**src/rtl/if_pkg.sv**
```systemverilog
// Shared definitions for the instruction fetch stage.
// Holds the FSM state encoding, the default memory depth and halt encoding,
// the instruction/address widths, and the payload type held for decode.
package if_pkg;

   localparam int unsigned IF_INSTR_W        = 16;
   localparam int unsigned IF_ADDR_W         = 16;
   localparam int unsigned IF_PERF_W         = 32;
   localparam int unsigned IF_MEM_DEPTH_DFLT = 128;

   localparam logic [IF_INSTR_W-1:0] IF_HALT_INSTR_DFLT = 16'hFFFF;

   typedef enum logic [1:0] {
      ST_WAIT  = 2'd0,
      ST_FETCH = 2'd1,
      ST_HALT  = 2'd2,
      ST_FAULT = 2'd3
   } if_state_e;

   // Instruction word and the address it was fetched from, as presented to decode.
   typedef struct packed {
      logic [IF_ADDR_W-1:0]  pc;
      logic [IF_INSTR_W-1:0] instr;
   } if_payload_t;

endpackage

```
**src/rtl/fetch_perf_counter.sv**
```systemverilog
// Saturating performance counters for the fetch stage.
// Ports:
//   clk, rst          - clock, asynchronous active-low reset
//   xfer              - one transfer to decode this cycle
//   stall             - valid instruction held while decode is not ready
//   perf_fetched      - saturating count of transfers
//   perf_stalls       - saturating count of stall cycles
module fetch_perf_counter
   import if_pkg::*;
(
   input  logic                 clk,
   input  logic                 rst,
   input  logic                 xfer,
   input  logic                 stall,
   output logic [IF_PERF_W-1:0] perf_fetched,
   output logic [IF_PERF_W-1:0] perf_stalls
);

   // Both counters stick at all-ones rather than wrapping.
   always_ff @(posedge clk or negedge rst) begin
      if (!rst) begin
         perf_fetched <= '0;
         perf_stalls  <= '0;
      end else begin
         if (xfer && (perf_fetched != '1)) begin
            perf_fetched <= perf_fetched + IF_PERF_W'(1);
         end
         if (stall && (perf_stalls != '1)) begin
            perf_stalls <= perf_stalls + IF_PERF_W'(1);
         end
      end
   end

endmodule

```
**src/rtl/instruction_fetch.sv**
```systemverilog
// Instruction fetch stage: drives the PC to instruction memory, holds one
// fetched instruction for decode with a valid/ready handshake, and handles
// branch redirects, a halt encoding and out-of-range PC faults.
// Ports:
//   clk, rst                  - clock, asynchronous active-low reset
//   imem_addr/imem_instruction - memory read address (the PC) and its data
//   if_instr/if_pc/if_valid   - held instruction, its address, valid flag
//   id_ready                  - decode accepts the held instruction
//   br_taken/br_target        - single-cycle redirect request
//   halted/fault              - halt and out-of-range status
//   perf_fetched/perf_stalls  - only with INSTRUCTION_FETCH_PERF_CNT_EN defined
module instruction_fetch
   import if_pkg::*;
#(
   parameter int unsigned           MEM_DEPTH  = IF_MEM_DEPTH_DFLT,
   parameter logic [IF_ADDR_W-1:0]  RESET_PC   = 16'h0000,
   parameter logic [IF_INSTR_W-1:0] HALT_INSTR = IF_HALT_INSTR_DFLT
) (
   input  logic                  clk,
   input  logic                  rst,
   output logic [IF_ADDR_W-1:0]  imem_addr,
   input  logic [IF_INSTR_W-1:0] imem_instruction,
   output logic [IF_INSTR_W-1:0] if_instr,
   output logic [IF_ADDR_W-1:0]  if_pc,
   output logic                  if_valid,
   input  logic                  id_ready,
   input  logic                  br_taken,
   input  logic [IF_ADDR_W-1:0]  br_target,
   output logic                  halted,
   output logic                  fault
`ifdef INSTRUCTION_FETCH_PERF_CNT_EN
   ,
   output logic [IF_PERF_W-1:0]  perf_fetched,
   output logic [IF_PERF_W-1:0]  perf_stalls
`endif
);

   // One extra bit so MEM_DEPTH up to 2**16 compares correctly.
   localparam int unsigned CMP_W = IF_ADDR_W + 1;

   if_state_e            state, state_n;
   logic [IF_ADDR_W-1:0] pc, pc_n;
   if_payload_t          hold, hold_n;
   logic                 valid_n;
   logic                 halted_n;
   logic                 fault_n;
   logic                 xfer;
   logic                 pc_oob;

   assign xfer      = if_valid & id_ready;
   assign pc_oob    = {1'b0, pc} >= CMP_W'(MEM_DEPTH);
   assign imem_addr = pc;
   assign if_instr  = hold.instr;
   assign if_pc     = hold.pc;

   // Next-state and datapath update.
   always_comb begin
      state_n = state;
      pc_n    = pc;
      hold_n  = hold;
      valid_n = if_valid;
      unique case (state)
         ST_WAIT: begin
            state_n = ST_FETCH;
         end
         ST_FETCH: begin
            if (br_taken) begin
               // Redirect wins over both fetch and stall.
               pc_n    = br_target;
               valid_n = 1'b0;
            end else if (!if_valid || xfer) begin
               if (pc_oob) begin
                  // Any held word was just consumed; nothing new is loaded.
                  state_n = ST_FAULT;
                  valid_n = 1'b0;
               end else begin
                  hold_n.instr = imem_instruction;
                  hold_n.pc    = pc;
                  valid_n      = 1'b1;
                  pc_n         = pc + IF_ADDR_W'(1);
                  if (imem_instruction == HALT_INSTR) begin
                     state_n = ST_HALT;
                  end
               end
            end
         end
         ST_HALT: begin
            if (br_taken) begin
               pc_n    = br_target;
               valid_n = 1'b0;
               state_n = ST_FETCH;
            end else if (xfer) begin
               valid_n = 1'b0;
            end
         end
         ST_FAULT: begin
            if (xfer) begin
               valid_n = 1'b0;
            end
         end
         default: begin
            state_n = ST_WAIT;
         end
      endcase
      halted_n = (state_n == ST_HALT);
      fault_n  = (state_n == ST_FAULT);
   end

   // State and output registers.
   always_ff @(posedge clk or negedge rst) begin
      if (!rst) begin
         state    <= ST_WAIT;
         pc       <= RESET_PC;
         hold     <= '0;
         if_valid <= 1'b0;
         halted   <= 1'b0;
         fault    <= 1'b0;
      end else begin
         state    <= state_n;
         pc       <= pc_n;
         hold     <= hold_n;
         if_valid <= valid_n;
         halted   <= halted_n;
         fault    <= fault_n;
      end
   end

`ifdef INSTRUCTION_FETCH_PERF_CNT_EN
   fetch_perf_counter u_perf (
      .clk          (clk),
      .rst          (rst),
      .xfer         (xfer),
      .stall        (if_valid & ~id_ready),
      .perf_fetched (perf_fetched),
      .perf_stalls  (perf_stalls)
   );
`else
   // Counters are not built in this configuration.
`endif

endmodule

```
**config.mk**
```make
export PLATFORM = sky130hd
export DESIGN_NAME = instruction_fetch
export DESIGN_NICKNAME = d
export VERILOG_FILES = /design/src/rtl/if_pkg.sv /design/src/rtl/fetch_perf_counter.sv /design/src/rtl/instruction_fetch.sv
export SDC_FILE = /design/constraint.sdc
export NUM_CORES = 1
export LEC_CHECK = 0
export CAP_MARGIN = 10
export CORE_UTILIZATION = 40
export CTS_BUF_LIST = sky130_fd_sc_hd__clkbuf_16
export DETAILED_ROUTE_END_ITERATION = 10
export PLACE_DENSITY = 0.85
export SETUP_SLACK_MARGIN = 0.1
export SKIP_CTS_REPAIR_TIMING = 1
export SYNTH_ARGS = -nofsm -noshare
export SYNTH_HDL_FRONTEND = slang
export SYNTH_SLANG_ARGS = --single-unit
```
**constraint.sdc**
```tcl
create_clock -name clk -period 2.01 [get_ports clk]
set_input_delay 0.5025 -clock clk [delete_from_list [all_inputs] [get_ports clk]]
set_output_delay 0.5025 -clock clk [all_outputs]
set_load 0.03 [all_outputs]
```
==> results of run 1 <==
[report_power, final]
group / leakage (nW) / internal (mW) / switching (mW)
registers: 0.682 / 1.09 / 0.0251
logic: 0.915 / 0.147 / 0.140
clock network: 0.0702 / 0.464 / 0.383
[flip-flops by register name, indices dropped and copies added (netlist names)]
register,cells
imem_addr,16
halted,1
state,2
if_instr,16
if_valid,1
if_pc,16
fault,1
[cell usage in the layout, fill, tap and decap left out, types with 3 or more instances in the layout]
| master | count |
|---|---|
| o21ai_0 | 9 |
| dfrtp_1 | 50 |
| mux2_2 | 23 |
| mux2_1 | 3 |
| dlymetal6s2s_1 | 10 |
| nor2_1 | 8 |
| buf_4 | 18 |
| a21oi_1 | 12 |
| nand2_1 | 14 |
| dfrtp_2 | 3 |
| nand4_1 | 6 |
| inv_1 | 4 |
| clkbuf_16 | 5 |
| nand3_1 | 10 |
| nor2b_1 | 15 |
| clkdlybuf4s50_1 | 75 |
[through the flow]
step	power, mW	hold WS (ns)	instances
4_1_cts	2.272	0.2233	370
6_report	2.252	0.2041	373
2_1_floorplan	1.245	0.2069	195
3_5_place_dp	1.424	0.4797	362
3_3_place_gp	1.417	0.4785	362
5_1_grt	2.344	0.2454	373
[metal layers]
| layer | share of wire (%) | vias to the layer above | global-route usage, % |
|---|---|---|---|
| li1 | - | 908 | - |
| met2 | 50 | 51 | 31.68 |
| met1 | 44 | 919 | 25.73 |
| met3 | 4.9 | 6 | 4.588 |
| met5 | 0 | - | 0 |
| met4 | 0.71 | 0 | 4.259 |
[kinds of logic (layout without fill, tap and decap cells)]
group	after synthesis	after routing	share of synthesized area, %
flops	53	53	57.51
buf+inv	12	118	2.821
simple gates	66	66	16.01
fa+ha+maj	2	2	1.085
compound gates	35	35	9.441
mux	27	27	13.13
[final timing paths]
check | start | endpoint | slack [ns] | cells past startpoint
min in group clk | if_pc[2] | if_pc[2] | 0.49 | 1
worst min register to register | if_pc[2] | if_pc[2] | 0.49 | 1
worst min-delay path | rst | imem_addr[12] | 0.20 | 1
worst max register to register | imem_addr[8] | if_instr[12] | 0.17 | 5
worst max-delay path | imem_addr[8] | imem_addr[8] | 0.11 | 1
max in group asynchronous | rst | if_instr[1] | 1.15 | 2
[area by class of cell]
class,count,share of cell area (%)
Sequential cell,53,37.35
Timing Repair Buffer,106,29.66
Inverter,4,0.4216
Multi-Input combinational cell,130,25.93
Clock inverter,3,0.5973
Clock buffer,5,3.514
Tap cell,72,2.530
==> metrics.yaml, run 1 <==
clock_network:
  cts.sinks: 53
  cts_inserted_buffers: 5
  cts_max_path_buffers: 2
  ctsHtreeMaxLevel: 2
  cts.reportedPaths.clkPinSlew_ns: 0.07
  cts_tree: "built"
  root_buffer: "clkbuf_16"
  clk_latency_ns: 0.29
synthesis:
  yosysMostFrequentCell: "dfrtp_1"
  synthCells: 195
  synth_top_area_share_pct: 57.51
  syn-cell-area_mm2: 0.002306
  synth_edf_count: 0
  yosys_most_used_dff: "dfrtp_1"
  yosysWarnings: 0
  synthTopCellsByCount: "dfrtp_1 (53), mux2_2 (23), nor2b_1 (15)"
  yosysTopAreaCell: "dfrtp_1"
  syn_avg_cell_area_um2: 11.83
  synth-seq-area-share_pct: 57.51
  netlist-cell-type-count: 36
  ys_seq_elements: 53
  synthArstFlopShare_pct: 100.0
  synth_nets: 233
  yosys-top-cells-area: "dfrtp_1 (58%), mux2_2 (11%), nor2b_1 (4.1%)"
final_layout:
  design_area_mm2: 0.003561
  multiInputGateArea_um2: 923.4
  fillCellCount: 440
  nets: 338
  final_layout_size_suffix_gt1_share_pct: 20.27
  fin_util_pct: 64.27
  num_antenna_cells: 0
  regArea_mm2: 0.001330
  synthToLayoutAreaGrowth_pct: 54.42
floorplanning:
  coreArea_mm2: 0.005540
  die_area_mm2: 0.006072
  rows: 27
  die_w_um: 77.93
  die_h_um: 77.93
  start_util_pct: 41.62
  ios: 87
detailed_routing:
  postRouteAntennaNets: 0
  via_count: 1884
  viasPerCell: 5.051
  first_iter_violations: 80
  wirelength_um: 5497
  first_pass_iters: 4
  wl_per_cell_um: 14.74
  drcViolationCount: 0
timing:
  setup_slack_ns: 0.1111
  max_freq_mhz: 526.6
  fin_crit_sh_pct: 94.47
  drv_slew: 0
  post-route-min-period_ns: 1.899
  setup_tns_ns: 0
  worst_pin_slew_ns: 0.5720
  rsz0062_at_grt: "true"
  hold_violations: 0
  finalSetupViolCount: 0
  fin_skew_ns: 0.005547
  timing.slew.headroom_pct: 61.87
critical_path:
  crit_chain: "clkdlybuf4s50_1"
  endpoint_kind: "output pin"
  required_ns: 1.51
  crit_type: "flip-flop to output pin"
  critPathMaxStageDelay_ns: 0.69
  path_buf_inv: 1
  crit_arrival_ns: 1.40
  crit_path_max_fanout: 4
  cp-start-kind: "flip-flop"
  crit_path_top_delay_cell: "clkdlybuf4s50_1"
  critical-path-top-delay-family: "buffers and inverters"
run_status:
  outcome: "finished, final reports clean"
global_route:
  grt_pass1_wl_um: 9142
  grt_pass1_vias: 1894
  antenna_found_initial: 0
  grt.total_usage_pct: 19.21
  grt_overflow: 0
  grt_max_degree: 27
hold_path:
  hold_class: "input pin to asynchronous set/reset pin"
power:
  vdd_drop_max_mv: 0.4220
  power_density_mw_per_mm2: 632.6
  p_leak_nw: 1.668
placement:
  placed_area_mm2: 0.003346
  place_hpwl_um: 4093
  dpl_worst_slack_ns: -0.2074
  place_congestion: 0.8133
  io_buffers: 86
run:
  cap_viol_max_count: 0
No activity file was read; power rests on OpenSTA's default activity.
==> run 2: changes to the inputs <==
Settings changed: SLEW_MARGIN from default to 20.
==> results of run 2 <==
The final DEF is identical to that of run 1; final timing and power are the same.
==> run 3: changes to the inputs <==
Settings changed: CTS_BUF_LIST sky130_fd_sc_hd__clkbuf_16 to default, PLACE_DENSITY 0.85 to 0.77.
==> run 3 against run 2 <==
  * Register-to-register slack gained 0.04 ns
  * Setup slack gained 0.020 ns
  * Total power shrank 10%
  * Hold slack got worse by 0.055 ns
  * Critical path depth unchanged
  * Combinational power is 1% lower
  * Clock-buffer cell count up 1
  * First-iteration DRC count up 75%
  * Largest power group unchanged
==> metrics.yaml, run 3 (synthesized netlist as in run 1, its figures left out) <==
floorplanning:
  coreArea_mm2: 0.005540  # unchanged
  die_w_um: 77.93  # unchanged
  rows: 27  # unchanged
  die_h_um: 77.93  # unchanged
  die_area_mm2: 0.006072  # unchanged
  ios: 87  # unchanged
  start_util_pct: 41.62  # unchanged
detailed_routing:
  drcViolationCount: 0  # unchanged
  postRouteAntennaNets: 0  # unchanged
  viasPerCell: 5.043  # was 5.051
  first_pass_iters: 6  # was 4
  wl_per_cell_um: 13.89  # was 14.74 µm
  wirelength_um: 5154  # was 5497 µm
  via_count: 1871  # was 1,884
  first_iter_violations: 140  # was 80
final_layout:
  num_antenna_cells: 0  # unchanged
  synthToLayoutAreaGrowth_pct: 51.49  # was 54.42%
  final_cell_mix: "clkdlybuf4s50_1 (69), dfrtp_1 (50), mux2_2 (23)"  # was clkdlybuf4s50_1 (75), dfrtp_1 (50), mux2_2 (23)
  final_cells: 371  # was 373
  fillCellCount: 479  # was 440
  final_common_cell: "clkdlybuf4s50_1"  # unchanged
  nets: 336  # was 338
  final_layout_size_suffix_gt1_share_pct: 19.73  # was 20.27%
global_route:
  grt_overflow: 0  # unchanged
  grt_pass1_vias: 1914  # was 1,894
  grt_pass1_wl_um: 8832  # was 9142 µm
  grt_max_degree: 27  # unchanged
  grt.total_usage_pct: 18.50  # was 19.21%
  antenna_found_initial: 0  # unchanged
run:
  cap_viol_max_count: 0  # unchanged
clock_network:
  cts_tree: "built"  # unchanged
  clk_latency_ns: 0.30  # was 0.29 ns
  ctsHtreeMaxLevel: 2  # unchanged
  cts_inserted_buffers: 5  # unchanged
  cts_max_path_buffers: 2  # unchanged
  cts.sinks: 53  # unchanged
  root_buffer: "clkbuf_8"  # was clkbuf_16
  cts.reportedPaths.clkPinSlew_ns: 0.09  # was 0.07 ns
timing:
  max_freq_mhz: 532.2  # was 526.6 MHz
  fin_crit_sh_pct: 93.49  # was 94.47%
  hold_violations: 0  # unchanged
  post-route-min-period_ns: 1.879  # was 1.899 ns
  timing.slew.headroom_pct: 68.44  # was 61.87%
  fin_skew_ns: 0.006576  # was 0.005547 ns
  rsz0062_at_grt: "false"  # was true
  finalSetupViolCount: 0  # unchanged
  timing.hold.ws_ns: 0.1489  # was 0.2041 ns
  drv_slew: 0  # unchanged
  worst_pin_slew_ns: 0.4735  # was 0.5720 ns
critical_path:
  reg2reg_depth: 5  # unchanged
  critical-path-top-delay-family: "buffers and inverters"  # unchanged
  crit_arrival_ns: 1.38  # was 1.40 ns
  crit_path_top_delay_cell: "clkdlybuf4s50_1"  # unchanged
  path_depth: 1  # unchanged
  endpoint_kind: "output pin"  # unchanged
  crit_path_max_fanout: 4  # unchanged
  cp-start-kind: "flip-flop"  # unchanged
  path_buf_inv: 1  # unchanged
  required_ns: 1.51  # about the same
  crit_chain: "clkdlybuf4s50_1"  # unchanged
  crit_type: "flip-flop to output pin"  # unchanged
  critPathMaxStageDelay_ns: 0.67  # was 0.69 ns
power:
  power_density_mw_per_mm2: 578.0  # was 632.6 mW/mm²
  p_leak_nw: 1.733  # was 1.668 nW
  vdd_drop_max_mv: 0.3227  # was 0.4220 mV
placement:
  place_hpwl_um: 3842  # was 4093 µm
  dp_cells: 360  # was 362
  io_buffers: 86  # unchanged
  place_congestion: 0.7488  # was 0.8133
hold_path:
  hold_class: "input pin to asynchronous set/reset pin"  # unchanged
run_status:
  outcome: "finished, final reports clean"  # unchanged
-- run 3: report_power, final --
part | switching (mW) | total [mW] | internal, mW
sequential | 0.0232 | 1.12 | 1.09
clock | 0.341 | 0.620 | 0.280
combinational | 0.137 | 0.284 | 0.146
total | 0.501 | 2.02 | 1.52
-- run 3: routing by layer --
| layer | GRT usage, % | wire length (µm) |
|---|---|---|
| met1 | 23.87 | 2303 |
| met2 | 30.18 | 2514 |
| met3 | 4.588 | 313 |
| met4 | 6.667 | 23 |
| met5 | 0 | 0 |
-- run 3: final timing paths --
check	slack, ns	start	end
worst max-delay path	0.13	imem_addr[13]	imem_addr[13]
worst min-delay path	0.15	rst	imem_addr[0]
worst max register to register	0.21	imem_addr[8]	if_instr[1]
worst min register to register	0.49	if_pc[6]	if_pc[6]
max in group asynchronous	1.16	rst	imem_addr[15]
min in group clk	0.49	if_pc[6]	if_pc[6]
-- run 3: final cells by class --
class                      instances  area [µm²]  share of cell area (%)
timing repair buffer             104        1047                   29.98
clock inverter                     2       13.76                  0.3940
clock buffer                       6       82.58                   2.364
tap                               72       90.09                   2.579
inverter                           4       15.01                  0.4298
sequential                        53        1330                   38.07
multi-input combinational        130       914.6                   26.18
-- run 3: metrics by stage --
step / setup TNS (ns) / total power, mW / setup slack (ns) / util (%) / cell area [µm²]
floorplan: 0 / 1.245 / 0.08173 / - / 2310
global placement: -3.368 / 1.417 / -0.1453 / 59.89 / 3318
detailed placement: -3.964 / 1.420 / -0.1635 / 59.89 / 3318
CTS: -0.1850 / 2.050 / -0.05609 / 61.63 / 3415
global route: 0 / 2.119 / 0.1006 / 63.05 / 3493
finish: 0 / 2.019 / 0.1309 / 63.05 / 3493
